### config.mk
export PLATFORM = sky130hd
export DESIGN_NAME = sram_async_ctrl
export DESIGN_NICKNAME = d
export VERILOG_FILES = /design/src/rtl/sram_pkg.sv /design/src/rtl/sram_phase_timer.sv /design/src/rtl/sram_async_ctrl.sv
export SDC_FILE = /design/constraint.sdc
export NUM_CORES = 1
export LEC_CHECK = 0
export BUFFER_PORTS_ARGS = -buffer_cell sky130_fd_sc_hd__buf_2
export CAP_MARGIN = 10
export CELL_PAD_IN_SITES_DETAIL_PLACEMENT = 1
export CELL_PAD_IN_SITES_GLOBAL_PLACEMENT = 2
export CORE_MARGIN = 2
export CORE_UTILIZATION = 28
export DETAILED_ROUTE_END_ITERATION = 6
export HOLD_SLACK_MARGIN = 0.05
export PLACE_DENSITY_LB_ADDON = 0.1
export SETUP_SLACK_MARGIN = 0.4
export SYNTH_ARGS = -nofsm -noshare
export SYNTH_HDL_FRONTEND = slang
export SYNTH_SLANG_ARGS = --single-unit
### constraint.sdc
create_clock -name clk -period 4.3 [get_ports clk]
set_input_delay 0.215 -clock clk [delete_from_list [all_inputs] [get_ports clk]]
set_output_delay 0.215 -clock clk [all_outputs]
set_load 0.005 [all_outputs]
### src/rtl/sram_pkg.sv
// Shared types for the asynchronous SRAM controller:
// FSM states, command op encoding and pin strobe patterns.
package sram_pkg;

    typedef enum logic [2:0] {
        ST_IDLE,
        ST_RD_ACCESS,
        ST_WR_SETUP,
        ST_WR_PULSE,
        ST_WR_HOLD,
        ST_TURN
    } sram_state_e;

    typedef enum logic {
        OP_RD = 1'b0,
        OP_WR = 1'b1
    } sram_op_e;

    typedef struct packed {
        logic ce_n;
        logic oe_n;
        logic we_n;
        logic dq_oe;
    } sram_strb_t;

    localparam sram_strb_t STRB_OFF      = '{ce_n: 1'b1, oe_n: 1'b1, we_n: 1'b1, dq_oe: 1'b0};
    localparam sram_strb_t STRB_RD       = '{ce_n: 1'b0, oe_n: 1'b0, we_n: 1'b1, dq_oe: 1'b0};
    localparam sram_strb_t STRB_WR_DRV   = '{ce_n: 1'b0, oe_n: 1'b1, we_n: 1'b1, dq_oe: 1'b1};
    localparam sram_strb_t STRB_WR_PULSE = '{ce_n: 1'b0, oe_n: 1'b1, we_n: 1'b0, dq_oe: 1'b1};

    function automatic sram_strb_t strb_of(sram_state_e s);
        sram_strb_t r;
        case (s)
            ST_RD_ACCESS: r = STRB_RD;
            ST_WR_SETUP:  r = STRB_WR_DRV;
            ST_WR_PULSE:  r = STRB_WR_PULSE;
            ST_WR_HOLD:   r = STRB_WR_DRV;
            default:      r = STRB_OFF;
        endcase
        return r;
    endfunction

    function automatic int max_of(int a, int b);
        return (a > b) ? a : b;
    endfunction

endpackage

### src/rtl/sram_phase_timer.sv
// Phase counter for the SRAM FSM: restarts on state entry,
// saturates, and flags the last cycle of the current phase.
module sram_phase_timer #(
    parameter int CNT_W = 4
) (
    input  logic             clk,
    input  logic             rst,
    input  logic             load,
    input  logic [CNT_W-1:0] last_idx,
    output logic             last
);

    logic [CNT_W-1:0] cnt;

    // Count cycles spent in the current phase; hold at all-ones
    always_ff @(posedge clk) begin
        if (rst) begin
            cnt <= '0;
        end else if (load) begin
            cnt <= '0;
        end else if (cnt != '1) begin
            cnt <= cnt + CNT_W'(1);
        end
    end

    assign last = (cnt == last_idx);

endmodule

### src/rtl/sram_async_ctrl.sv
// Asynchronous SRAM controller: single-beat valid/ready commands,
// programmable phase timing, registered strobes and split data pins.
module sram_async_ctrl
    import sram_pkg::*;
#(
    parameter  int ADDR_W  = 18,
    parameter  int DATA_W  = 16,
    parameter  int T_RD    = 12,
    parameter  int T_SETUP = 1,
    parameter  int T_WP    = 6,
    parameter  int T_HOLD  = 1,
    parameter  int T_TURN  = 1,
    localparam int BE_W    = DATA_W / 8
) (
    input  logic              clk,
    input  logic              rst,
    input  logic              cmd_valid,
    output logic              cmd_ready,
    input  logic              cmd_we,
    input  logic [ADDR_W-1:0] cmd_addr,
    input  logic [DATA_W-1:0] cmd_wdata,
    input  logic [BE_W-1:0]   cmd_be,
    output logic              rsp_valid,
    output logic [DATA_W-1:0] rsp_rdata,
    output logic              wr_done,
    output logic              busy,
    output logic [ADDR_W-1:0] sram_addr,
    output logic              sram_ce_n,
    output logic              sram_oe_n,
    output logic              sram_we_n,
    output logic [BE_W-1:0]   sram_bw_n,
    input  logic [DATA_W-1:0] dq_in,
    output logic [DATA_W-1:0] dq_out,
    output logic              dq_oe
);

    localparam int T_MAX = max_of(max_of(max_of(T_RD, T_SETUP), max_of(T_WP, T_HOLD)), T_TURN);
    localparam int CNT_W = $clog2(T_MAX + 1);

    sram_state_e      state;
    sram_state_e      state_n;
    sram_op_e         op_q;
    logic [BE_W-1:0]  be_q;
    logic [BE_W-1:0]  be_nx;
    logic [CNT_W-1:0] last_idx;
    logic             last;
    logic             accept;
    logic             load;

    assign cmd_ready = !rst && ((state == ST_IDLE) ||
                                (state == ST_RD_ACCESS && last) ||
                                (state == ST_WR_HOLD && last));
    assign accept    = cmd_valid && cmd_ready;
    assign load      = accept || (last && state != ST_IDLE);
    assign be_nx     = accept ? cmd_be : be_q;
    assign busy      = (state != ST_IDLE);

    sram_phase_timer #(
        .CNT_W (CNT_W)
    ) u_timer (
        .clk      (clk),
        .rst      (rst),
        .load     (load),
        .last_idx (last_idx),
        .last     (last)
    );

    // Length of the phase the FSM currently sits in
    always_comb begin
        last_idx = '0;
        unique case (state)
            ST_RD_ACCESS: last_idx = CNT_W'(T_RD - 1);
            ST_WR_SETUP:  last_idx = CNT_W'(T_SETUP - 1);
            ST_WR_PULSE:  last_idx = CNT_W'(T_WP - 1);
            ST_WR_HOLD:   last_idx = CNT_W'(T_HOLD - 1);
            ST_TURN:      last_idx = CNT_W'(T_TURN - 1);
            default:      last_idx = '0;
        endcase
    end

    // Next state; a new command may chain on the last read/hold cycle
    always_comb begin
        state_n = state;
        unique case (state)
            ST_IDLE: begin
                if (accept) state_n = cmd_we ? ST_WR_SETUP : ST_RD_ACCESS;
            end
            ST_RD_ACCESS: begin
                if (last) begin
                    if (!accept)     state_n = ST_IDLE;
                    else if (cmd_we) state_n = ST_TURN;
                    else             state_n = ST_RD_ACCESS;
                end
            end
            ST_WR_SETUP: begin
                if (last) state_n = ST_WR_PULSE;
            end
            ST_WR_PULSE: begin
                if (last) state_n = ST_WR_HOLD;
            end
            ST_WR_HOLD: begin
                if (last) begin
                    if (!accept)     state_n = ST_IDLE;
                    else if (cmd_we) state_n = ST_WR_SETUP;
                    else             state_n = ST_TURN;
                end
            end
            ST_TURN: begin
                if (last) state_n = (op_q == OP_WR) ? ST_WR_SETUP : ST_RD_ACCESS;
            end
            default: state_n = ST_IDLE;
        endcase
    end

    // State, command latch and glitch-free pin registers
    always_ff @(posedge clk) begin
        if (rst) begin
            state     <= ST_IDLE;
            op_q      <= OP_RD;
            be_q      <= '0;
            sram_addr <= '0;
            sram_ce_n <= 1'b1;
            sram_oe_n <= 1'b1;
            sram_we_n <= 1'b1;
            dq_oe     <= 1'b0;
            sram_bw_n <= '1;
            dq_out    <= '0;
            rsp_rdata <= '0;
            rsp_valid <= 1'b0;
            wr_done   <= 1'b0;
        end else begin
            state <= state_n;
            {sram_ce_n, sram_oe_n, sram_we_n, dq_oe} <= strb_of(state_n);
            sram_bw_n <= (state_n inside {ST_IDLE, ST_TURN}) ? '1 : ~be_nx;
            rsp_valid <= (state == ST_RD_ACCESS) && last;
            wr_done   <= (state == ST_WR_HOLD) && last;
            if (state == ST_RD_ACCESS && last) rsp_rdata <= dq_in;
            if (accept) begin
                op_q      <= sram_op_e'(cmd_we);
                be_q      <= cmd_be;
                sram_addr <= cmd_addr;
                if (cmd_we) dq_out <= cmd_wdata;
            end
        end
    end

endmodule
== After elaboration in Yosys (flattened, before gate mapping) ==
Cells that the tools add are included.
Widths: inputs -> output; s select.

* Flip-flop bits (word level): 68
* Input port bits: 56
* Output and inout bits: 60
* Word-level logic and storage cells: 61

* Add/subtract/negate cells: 1
* Equal/unequal tests: 12
* Muxes and demuxes: 16
* Bitwise gates (word level): 1
* Reductions and logical operators: 17

{| class="wikitable"
|+ Operator list
! cell !! number
|-
| $mux 3 || 10
|-
| $pmux 3 s6 || 1
|-
| $eq 3x2->1 const B || 4
|-
| $eq 3x3->1 const B || 4
|-
| $pmux 4 s3 || 1
|-
| $pmux 4 s2 || 1
|-
| $eq 3x1->1 const B || 2
|-
| $logic_not 3->1 || 2
|-
| $mux 2 || 3
|-
| $reduce_or 2->1 || 3
|-
| $logic_and 1x1->1 || 5
|-
| $add 4x1->4 const B || 1
|-
| $eq 4x4->1 || 1
|-
| $ne 4x4->1 const B || 1
|-
| $logic_or 1x1->1 || 3
|-
| $reduce_bool 3->1 || 1
|-
| $not 2->2 || 1
|-
| $reduce_and 2->1 || 1
|-
| $reduce_bool 2->1 || 1
|-
| $logic_not 1->1 || 1
|}

== Longest topological paths before layout ==
Gate-level depths: netlist (run 1).

* Depth in word-level cells: 14
* Depth in mapped cells: 9
* Depth with buffers taken out: 6

== Cells and area by module ==
From an unflattened synthesis (run 1), not the netlist that was laid out.

* Cells, all modules: 309
* Area, all modules: 2652.5 µm²

{| class="wikitable"
|+ Modules (own cells, without submodules)
! module !! instances !! cells an instance !! area an instance (µm²) !! sequential area each (µm²)
|-
| sram_async_ctrl || 1 || 284 || 2394.8 || 1281.2
|-
| sram_phase_timer || 1 || 25 || 257.7 || 80.1
|}

== Worst setup path after synthesis (run 1) ==
OpenSTA, ideal clock, no wires.

* Path type: flip-flop to flip-flop
* Start: register u_timer.cnt[0]
* End: register sram_bw_n[0]
* Library setup time: 122 ps
* Data arrival time: 1921 ps
* Data required time: 4178 ps
* Setup slack: 2256 ps
* Cell stages (with the launch flop): 8
* Buffers on the path: 1
* Period minus slack after synthesis: 2044 ps
* Cells stage by stage: dfxtp_1 > buf_2 > inv_1 > or3_1 > o2bb2ai_2 > o221ai_1 > nand4_1 > a311o_1

* Word-level cells in the longest chain between the ends: 12
* Elaborated cells on any way between the ends: 22
* Classes of those cells: eq/ne (2); mux (10); bitwise (1); reduce/logical (9)

{| class="wikitable"
|+ RTL lines
! element !! line !! text
|-
| from (decl) || sram_phase_timer.sv:13 || <nowiki>logic [CNT_W-1:0] cnt;</nowiki>
|-
| from (signal assigned) || sram_phase_timer.sv:22 || <nowiki>cnt <= cnt + CNT_W'(1);</nowiki>
|-
| $eq 4x4->1 * || sram_phase_timer.sv:26 || <nowiki>assign last = (cnt == last_idx);</nowiki>
|-
| $logic_and 1x1->1 || sram_async_ctrl.sv:51 || <nowiki>(state == ST_RD_ACCESS && last) ||</nowiki>
|-
| $logic_or 1x1->1 || sram_async_ctrl.sv:50 || <nowiki>assign cmd_ready = !rst && ((state == ST_IDLE) ||</nowiki>
|-
| $logic_or 1x1->1 || sram_async_ctrl.sv:51 ||
|-
| $logic_and 1x1->1 || sram_async_ctrl.sv:50 ||
|-
| $logic_and 1x1->1 || sram_async_ctrl.sv:53 || <nowiki>assign accept = cmd_valid && cmd_ready;</nowiki>
|-
| $mux 3 (on tied branches) || sram_async_ctrl.sv:103, sram_async_ctrl.sv:90 ||
|-
| $mux 3 (on tied branches) || sram_async_ctrl.sv:102, sram_async_ctrl.sv:89 ||
|-
| $pmux 3 s6 || sram_async_ctrl.sv:84 || <nowiki>unique case (state)</nowiki>
|-
| $eq 3x3->1 / $logic_not 3->1 (equally long branches) || sram_async_ctrl.sv:134 || <nowiki>sram_bw_n <= (state_n inside {ST_IDLE, ST_TURN}) ? '1 : ~be_nx;</nowiki>
|-
| $reduce_bool 2->1 || sram_async_ctrl.sv:134 ||
|-
| $reduce_or 2->1 (no line) || n/a ||
|-
| to (signal assigned) || sram_async_ctrl.sv:134 ||
|-
| to (decl) || sram_async_ctrl.sv:31 || <nowiki>output logic [BE_W-1:0] sram_bw_n,</nowiki>
|}

Mark *: on every way between the ends. The rest lies on a longest branch, timed or not.
A chain may end at the register's enable or synchronous reset.

== Final worst setup path (run 1) ==
* Start: register state[0]
* End: register dq_out[12]

* Word-level cells in the longest chain between the ends: 9
* Elaborated cells on any way between the ends: 13
* Classes of those cells: eq/ne (4); mux (1); reduce/logical (8)

{| class="wikitable"
|+ RTL lines
! element !! line !! text
|-
| from (decl) || sram_async_ctrl.sv:40 || <nowiki>sram_state_e state;</nowiki>
|-
| from (signal assigned) || sram_async_ctrl.sv:132 || <nowiki>state <= state_n;</nowiki>
|-
| $eq 3x2->1 / $eq 3x1->1 (equally long branches) || sram_async_ctrl.sv:71, sram_async_ctrl.sv:51 ||
|-
| $pmux 4 s2 || sram_async_ctrl.sv:71 || <nowiki>unique case (state)</nowiki>
|-
| $eq 4x4->1 || sram_phase_timer.sv:26 ||
|-
| $logic_and 1x1->1 || sram_async_ctrl.sv:51 ||
|-
| $logic_or 1x1->1 || sram_async_ctrl.sv:50 ||
|-
| $logic_or 1x1->1 * || sram_async_ctrl.sv:51 ||
|-
| $logic_and 1x1->1 * || sram_async_ctrl.sv:50 ||
|-
| $logic_and 1x1->1 * || sram_async_ctrl.sv:53 ||
|-
| $reduce_and 2->1 (no line) * || n/a ||
|-
| to (signal assigned) || sram_async_ctrl.sv:142 || <nowiki>if (cmd_we) dq_out <= cmd_wdata;</nowiki>
|-
| to (decl) || sram_async_ctrl.sv:33 || <nowiki>output logic [DATA_W-1:0] dq_out,</nowiki>
|}

Marked as above.

==> qor.csv, run 1 <==
stage,metric,value,unit
setup_path,CP Cell Sequence,"nand2b_4, a2111o_1, nor4_2, a21o_1, buf_4, nand3_1, a21oi_1",
timing,Slew @ Worst Pin,999.3,ps
clock_tree,setup bufs post-CTS,0,
grt,global-route wire length before repair,12920,µm
clock_tree,CTS tree,done,
grt,largest net degree at the start of global routing,45,
clock_tree,"Hold-fix buffers, CTS",0,
synthesis,YS warnings,0,
setup_path,Worst setup EP type,flip-flop,
clock_tree,CTS Sinks,68,
timing,final slew viol count,0,
clock_tree,clk_lat worst skew,350,ps
die,core area,9639,µm²
die,initial core utilization,0.2854,
clock_tree,CTS max path bufs,2,
clock_tree,clock slew at reported path FFs,80,ps
setup_path,"Buf+Inv Stages, Crit Path",1,
route,Avg WL per Cell,14.11,µm
run,Max Cap Viol,0,
route,WL final,8140,µm
setup_path,critical path's slowest cell,dfxtp_1,
route,Initial DRT Pass Iterations,4,
finish,nets@finish,496,
clock_tree,Clk Tree Root Cell,clkbuf_8,
status,status,"finished, final reports clean",
route,# DRC,0,
setup_path,critical path's top delay family,compound AO/OA/AOI/OAI gates,
synthesis,syn avg cell area,8.213,µm²
timing,final hold violation count,0,
synthesis,syn_nets,392,
grt,Total GRT Usage,0.1553,
timing,upper clock frequency limit,326.4,MHz
finish,synthesis-to-finish area growth,32.56,%
setup_path,CP Launch Type,flip-flop,
synthesis,number of distinct library cells after synthesis,47,
synthesis,Area contributors post-synth,"dfxtp_1 (49%), nand2_1 (11%), a21oi_1 (10%), nand3_1 (3.5%), o21ai_1 (2.9%)",
finish,Util after Layout,0.3784,
place,port bufs,115,
synthesis,"Seq/Total Area, Yosys",0.4948,
timing,final setup TNS,0,ps
worst_hold_path,Hold Path Class,in2reg,
place,post-DP HPWL,5576,µm
timing,unrepaired setup endpoints after global routing,false,
finish,fraction of layout cells with a size suffix above 1,0.3243,
route,"antenna viol nets, final",0,
setup_path,r2r setup slk,1240,ps
grt,initial antenna violation count,0,
synthesis,post-synth top area cell,dfxtp_1,
finish,n_diodes,0,
die,FP Rows,36,
setup_path,"Arr. time, crit path",3330,ps
clock_tree,depth of the CTS H-tree,3,
synthesis,leading cell types by count after synthesis,"nand2_1 (77), dfxtp_1 (68), a21oi_1 (55), nand3_1 (19), clkbuf_1 (17)",
grt,vias in the first global route,2532,
route,DRT iter0 DRCs,84,
die,IO Pins,116,
synthesis,"Top FF cell, synth",dfxtp_1,
timing,period utilisation layout,0.7126,
synthesis,Synth top area share,0.4948,
power,Leakage,1.563,nW
setup_path,max incr delay on CP,720,ps
finish,fill count,1207,
power,worst ir drop on vdd,0.0001554,V
setup_path,Crit Path Category,reg2reg,
power,pwr dens,518.3,nW/µm²
grt,total gr overflow,0,
timing,worst clock skew,10.53,ps
die,Die ar.,10640,µm²
route,via-per-instance ratio,4.749,
timing,Slew headroom,0.3301,
synthesis,Async SR Flop Fraction,0,
synthesis,Seq cells post-synth,68,
route,vias,2740,
synthesis,"count leader, synth",nand2_1,
synthesis,Syn Inst Count,335,
place,GP Congestion,0.7855,
setup_path,CP Max Fanout,20,
clock_tree,post-CTS sizing,0,
synthesis,"EDFF count, synth",0,
die,Die Height,103.1,µm
setup_path,Crit path required time,4570,ps
timing,setup violators final,0,
timing,post-layout min period,3064,ps
clock_tree,Num CTS Buffers,9,
die,chip width,103.1,µm
synthesis,mapped cell area,2751,µm²
-- cell families after synthesis --
logic type                 synth area share
AOI/OAI and AO/OA                    0.2183
buffers and inverters               0.04593
xor gates and xnor gates           0.003184
and+or+nand+nor                      0.2187
DFF                                  0.4948
muxes                               0.01455
adders and majority gates          0.004547
-- worst paths after layout --
check / from / end / cells past startpoint
worst min-delay path: cmd_addr[1] / sram_addr[1] / 3
worst max register to register: state[0] / dq_out[12] / 7
worst max-delay path: state[0] / dq_out[12] / 7
worst min register to register: rsp_rdata[9] / rsp_rdata[9] / 2
-- routing by layer --
layer	vias up	GRT usage	part of all wire
met2	81	0.2268	0.43
li1	1375	-	-
met4	0	0.04858	0.015
met3	10	0.05017	0.066
met1	1274	0.2171	0.49
met5	-	0	0
-- cells in the final DEF (no fill, tap or decap), drive strengths merged, types with 3 or more instances in the layout --
cell type / count
nand2: 77
o21ai: 21
inv: 4
nor3: 8
buf: 118
a21oi: 56
clkbuf: 11
nand2b: 3
o211ai: 3
nor2: 15
nand3: 19
mux2i: 4
dfxtp: 68
-- flip-flops by register name, indices dropped and copies added, names as in the netlist, 2 cells and up --
signal	flops
state	3
sram_bw_n	2
sram_addr	18
be_q	2
dq_out	16
rsp_rdata	16
u_timer.cnt	4
-- report_power, final --
| part | switching [mW] | total [mW] | internal (mW) |
|---|---|---|---|
| Clock | 0.259 | 0.618 | 0.359 |
| Combinational | 0.299 | 0.495 | 0.196 |
| Sequential | 0.0645 | 0.777 | 0.713 |
-- worst reg2reg max path, delay by kind of cell, from the launching register on --
kind / cells / cell delay (ps)
flops: 1 / 720
compound gates: 3 / 1240
simple gates: 3 / 670
buf+inv: 1 / 350
-- final cells by class --
cell class / count / area [µm²] / area share
multi-input combinational: 238 / 1271 / 0.3485
clock inverter: 5 / 83.83 / 0.02298
clock buffer: 11 / 151.4 / 0.04151
timing repair buffer: 118 / 598.1 / 0.1640
inverter: 4 / 15.01 / 0.004117
sequential: 68 / 1361 / 0.3732
tap: 133 / 166.4 / 0.04563
-- per-stage QoR --
stage,setup slack (ps),hold WS [ps],cells,power (mW),area [µm²]
CTS,1230,81.16,577,1.919,3647
finish,1236,96.62,577,1.890,3647
global route,1003,78.05,577,2.022,3647
floorplan,2256,351.0,335,1.109,2751
detailed placement,1274,444.7,561,1.296,3412
global placement,1384,439.2,561,1.287,3412
Power figures use the tool's default switching activity.
==> run 2: changes to the inputs <==
--- a/config.mk
+++ b/config.mk
@@ -10,7 +10,7 @@
 export CELL_PAD_IN_SITES_DETAIL_PLACEMENT = 1
 export CELL_PAD_IN_SITES_GLOBAL_PLACEMENT = 2
 export CORE_MARGIN = 2
-export CORE_UTILIZATION = 28
+export CORE_UTILIZATION = 23
 export DETAILED_ROUTE_END_ITERATION = 6
 export HOLD_SLACK_MARGIN = 0.05
 export PLACE_DENSITY_LB_ADDON = 0.1
==> constraint.sdc (replaced) <==
create_clock -name clk -period 2.6 [get_ports clk]
set_input_delay 0.13 -clock clk [delete_from_list [all_inputs] [get_ports clk]]
set_output_delay 0.13 -clock clk [all_outputs]
set_load 0.005 [all_outputs]
==> run 2 against run 1 <==
Compared with the run above: non-clock buffer count rose by 50; utilization fell by 0.69 points; hold slack got worse by 41 ps; sequential share of layout area fell by 5.5 points; combinational power rose by 110%; sequential cell count did not move; final cell count rose by 10%; count of clock-buffer cells in the layout fell by 1; sequential power rose by 61%.
==> qor.csv, run 2 (synthesized netlist as in run 1, its figures left out) <==
stage,metric,value,unit,change
finish,fill count,1382,,+14%
place,GP Congestion,0.7571,,-3.6%
die,chip width,113.4,µm,+9.9%
route,via-per-instance ratio,4.669,,-1.7%
power,pwr dens,841.1,nW/µm²,+62%
timing,period utilisation layout,0.8545,,+0.1419
place,post-DP HPWL,6359,µm,+14%
timing,unrepaired setup endpoints after global routing,true,,
setup_path,critical path's slowest cell,a2111o_1,,
setup_path,"Buf+Inv Stages, Crit Path",0,,-1
die,Die Height,113.4,µm,+9.9%
worst_hold_path,Hold Path Sink,rsp_rdata[1],,
finish,synthesis-to-finish area growth,56.16,%,
finish,fraction of layout cells with a size suffix above 1,0.3401,,+0.01576
setup_path,CP Cell Sequence,"nand2b_4, a2111o_1, a32o_2, o21ai_4, nand4_1, a311o_1",,
clock_tree,clk_lat worst skew,330,ps,-20 ps
die,IO Pins,116,,unchanged
grt,largest net degree at the start of global routing,36,,-20%
die,FP Rows,39,,+8.3%
route,# DRC,0,,unchanged
setup_path,Crit Path Category,reg2reg,,
finish,register with the most flip-flops,sram_addr,,
setup_path,Critical R2R Capture,sram_bw_n[1],,
grt,initial antenna violation count,0,,unchanged
route,vias,2974,,+8.5%
timing,final setup TNS,0,ps,unchanged
setup_path,CP Max Fanout,7,,-65%
place,port bufs,115,,unchanged
clock_tree,CTS max path bufs,2,,unchanged
finish,"most common cell after layout, fill and taps aside",buf_2,,
worst_hold_path,hold depth,3,,unchanged
finish,max reg flops,18,,unchanged
setup_path,crit path from,state[2],,
clock_tree,Clk Tree Root Cell,clkbuf_16,,
finish,nets@finish,546,,+10%
finish,n_diodes,0,,unchanged
timing,final hold violation count,0,,unchanged
clock_tree,CTS Sinks,68,,unchanged
timing,setup violators final,0,,unchanged
timing,post-layout min period,2222,ps,-842.4 ps
grt,vias in the first global route,3127,,+23%
worst_hold_path,Hold Path Class,in2reg,,
grt,total gr overflow,0,,unchanged
route,DRT iter0 DRCs,131,,+56%
route,Initial DRT Pass Iterations,4,,unchanged
setup_path,Worst setup EP type,flip-flop,,
setup_path,FF-to-FF path depth,6,,-1
die,initial core utilization,0.2379,,-0.04753
place,Placement Setup Slack,338.2,ps,-935.5 ps
setup_path,CP Launch Type,flip-flop,,
setup_path,max incr delay on CP,520,ps,-200 ps
power,worst ir drop on vdd,0.0003192,V,+110%
route,"antenna viol nets, final",0,,unchanged
clock_tree,Num CTS Buffers,9,,unchanged
timing,PnR worst setup slack,378.3,ps,-857.6 ps
run,Max Cap Viol,0,,unchanged
route,WL final,9570,µm,+18%
die,core area,11560,µm²,+20%
timing,Slew headroom,0.5226,,+0.1925
setup_path,RR Startpoint,state[2],,
grt,Total GRT Usage,0.1487,,-0.006594
clock_tree,CTS tree,done,,
clock_tree,depth of the CTS H-tree,3,,unchanged
clock_tree,clock slew at reported path FFs,60,ps,-20 ps
power,Leakage,1.843,nW,+18%
setup_path,"Arr. time, crit path",2430,ps,-900 ps
finish,biggest regs,"sram_addr x18, dq_out x16, rsp_rdata x16",,
worst_hold_path,hold_sp,dq_in[1],,
grt,global-route wire length before repair,15450,µm,+20%
timing,worst clock skew,8.333,ps,-2.200 ps
timing,Slew @ Worst Pin,706.1,ps,-293.2 ps
finish,most frequent cells in the layout,"buf_2 (115), nand2_1 (77), dfxtp_1 (65)",,
die,Die ar.,12850,µm²,+21%
timing,upper clock frequency limit,450.1,MHz,+38%
setup_path,critical path's top delay family,compound AO/OA/AOI/OAI gates,,
status,status,"finished, final reports clean",,
route,Avg WL per Cell,15.02,µm,+6.5%
timing,final slew viol count,0,,unchanged
setup_path,Crit path required time,2810,ps,-1760 ps
setup_path,r2r setup slk,380,ps,-860 ps
[run 2: what timing repair did]
action | 4_1_cts | 5_1_grt
buffers inserted | 2 | 3
hold buffers | 34 | 0
endpoints found under the hold margin | 34 | 0
pin swaps | 3 | 4
endpoints found under the setup margin | 36 | 37
gates resized for setup | 9 | 10
[run 2: worst max path at each step]
| stage | to | slack [ps] | depth (start not counted) |
|---|---|---|---|
| floorplan | sram_bw_n[0] | 560 | 7 |
| finish | sram_bw_n[1] | 380 | 6 |
| detailed placement | sram_bw_n[0] | 340 | 6 |
| global route | sram_bw_n[1] | 280 | 6 |
| CTS | sram_ce_n | 400 | 7 |
| global placement | rsp_rdata[10] | 410 | 6 |
[run 2: routing by layer]
layer | vias to the layer above | global-route usage | share of wire
met5 | - | 0 | 0
met4 | 0 | 0.03902 | 0.0097
met3 | 7 | 0.03613 | 0.041
met2 | 77 | 0.2467 | 0.46
met1 | 1406 | 0.1944 | 0.49
li1 | 1484 | - | -
[run 2: final cells by class]
type | instances | area (µm²) | share of cell area
repair buffers | 168 | 1075 | 0.2501
flip-flops and latches | 68 | 1368 | 0.3183
well taps | 143 | 178.9 | 0.04164
multi-input cells | 238 | 1343 | 0.3125
clock buffers | 10 | 229.0 | 0.05329
clock inverters | 6 | 88.84 | 0.02068
inverters | 4 | 15.01 | 0.003494
[run 2: worst min-delay path, stage by stage]
cell and delay (ps):
buf_2 100, nand2_1 50, a21oi_1 50
[run 2: through the flow]
| step | area (µm²) | std cells | hold slack, ps | utilization | power, mW |
|---|---|---|---|---|---|
| detailed placement | 3520 | 582 | 378.0 | 0.3043 | 2.221 |
| CTS | 4229 | 634 | 50.31 | 0.3657 | 3.626 |
| finish | 4297 | 637 | 55.31 | 0.3715 | 3.614 |
| global placement | 3520 | 582 | 370.0 | 0.3043 | 2.209 |
| global route | 4297 | 637 | 61.56 | 0.3715 | 3.838 |
| floorplan | 2751 | 335 | 266.0 | - | 1.834 |
[run 2: power by group]
part,total (mW),internal [mW],switching (mW)
logic,1.06,0.446,0.613
registers,1.25,1.18,0.0727
clock network,1.30,0.840,0.461
total,3.61,2.47,1.15
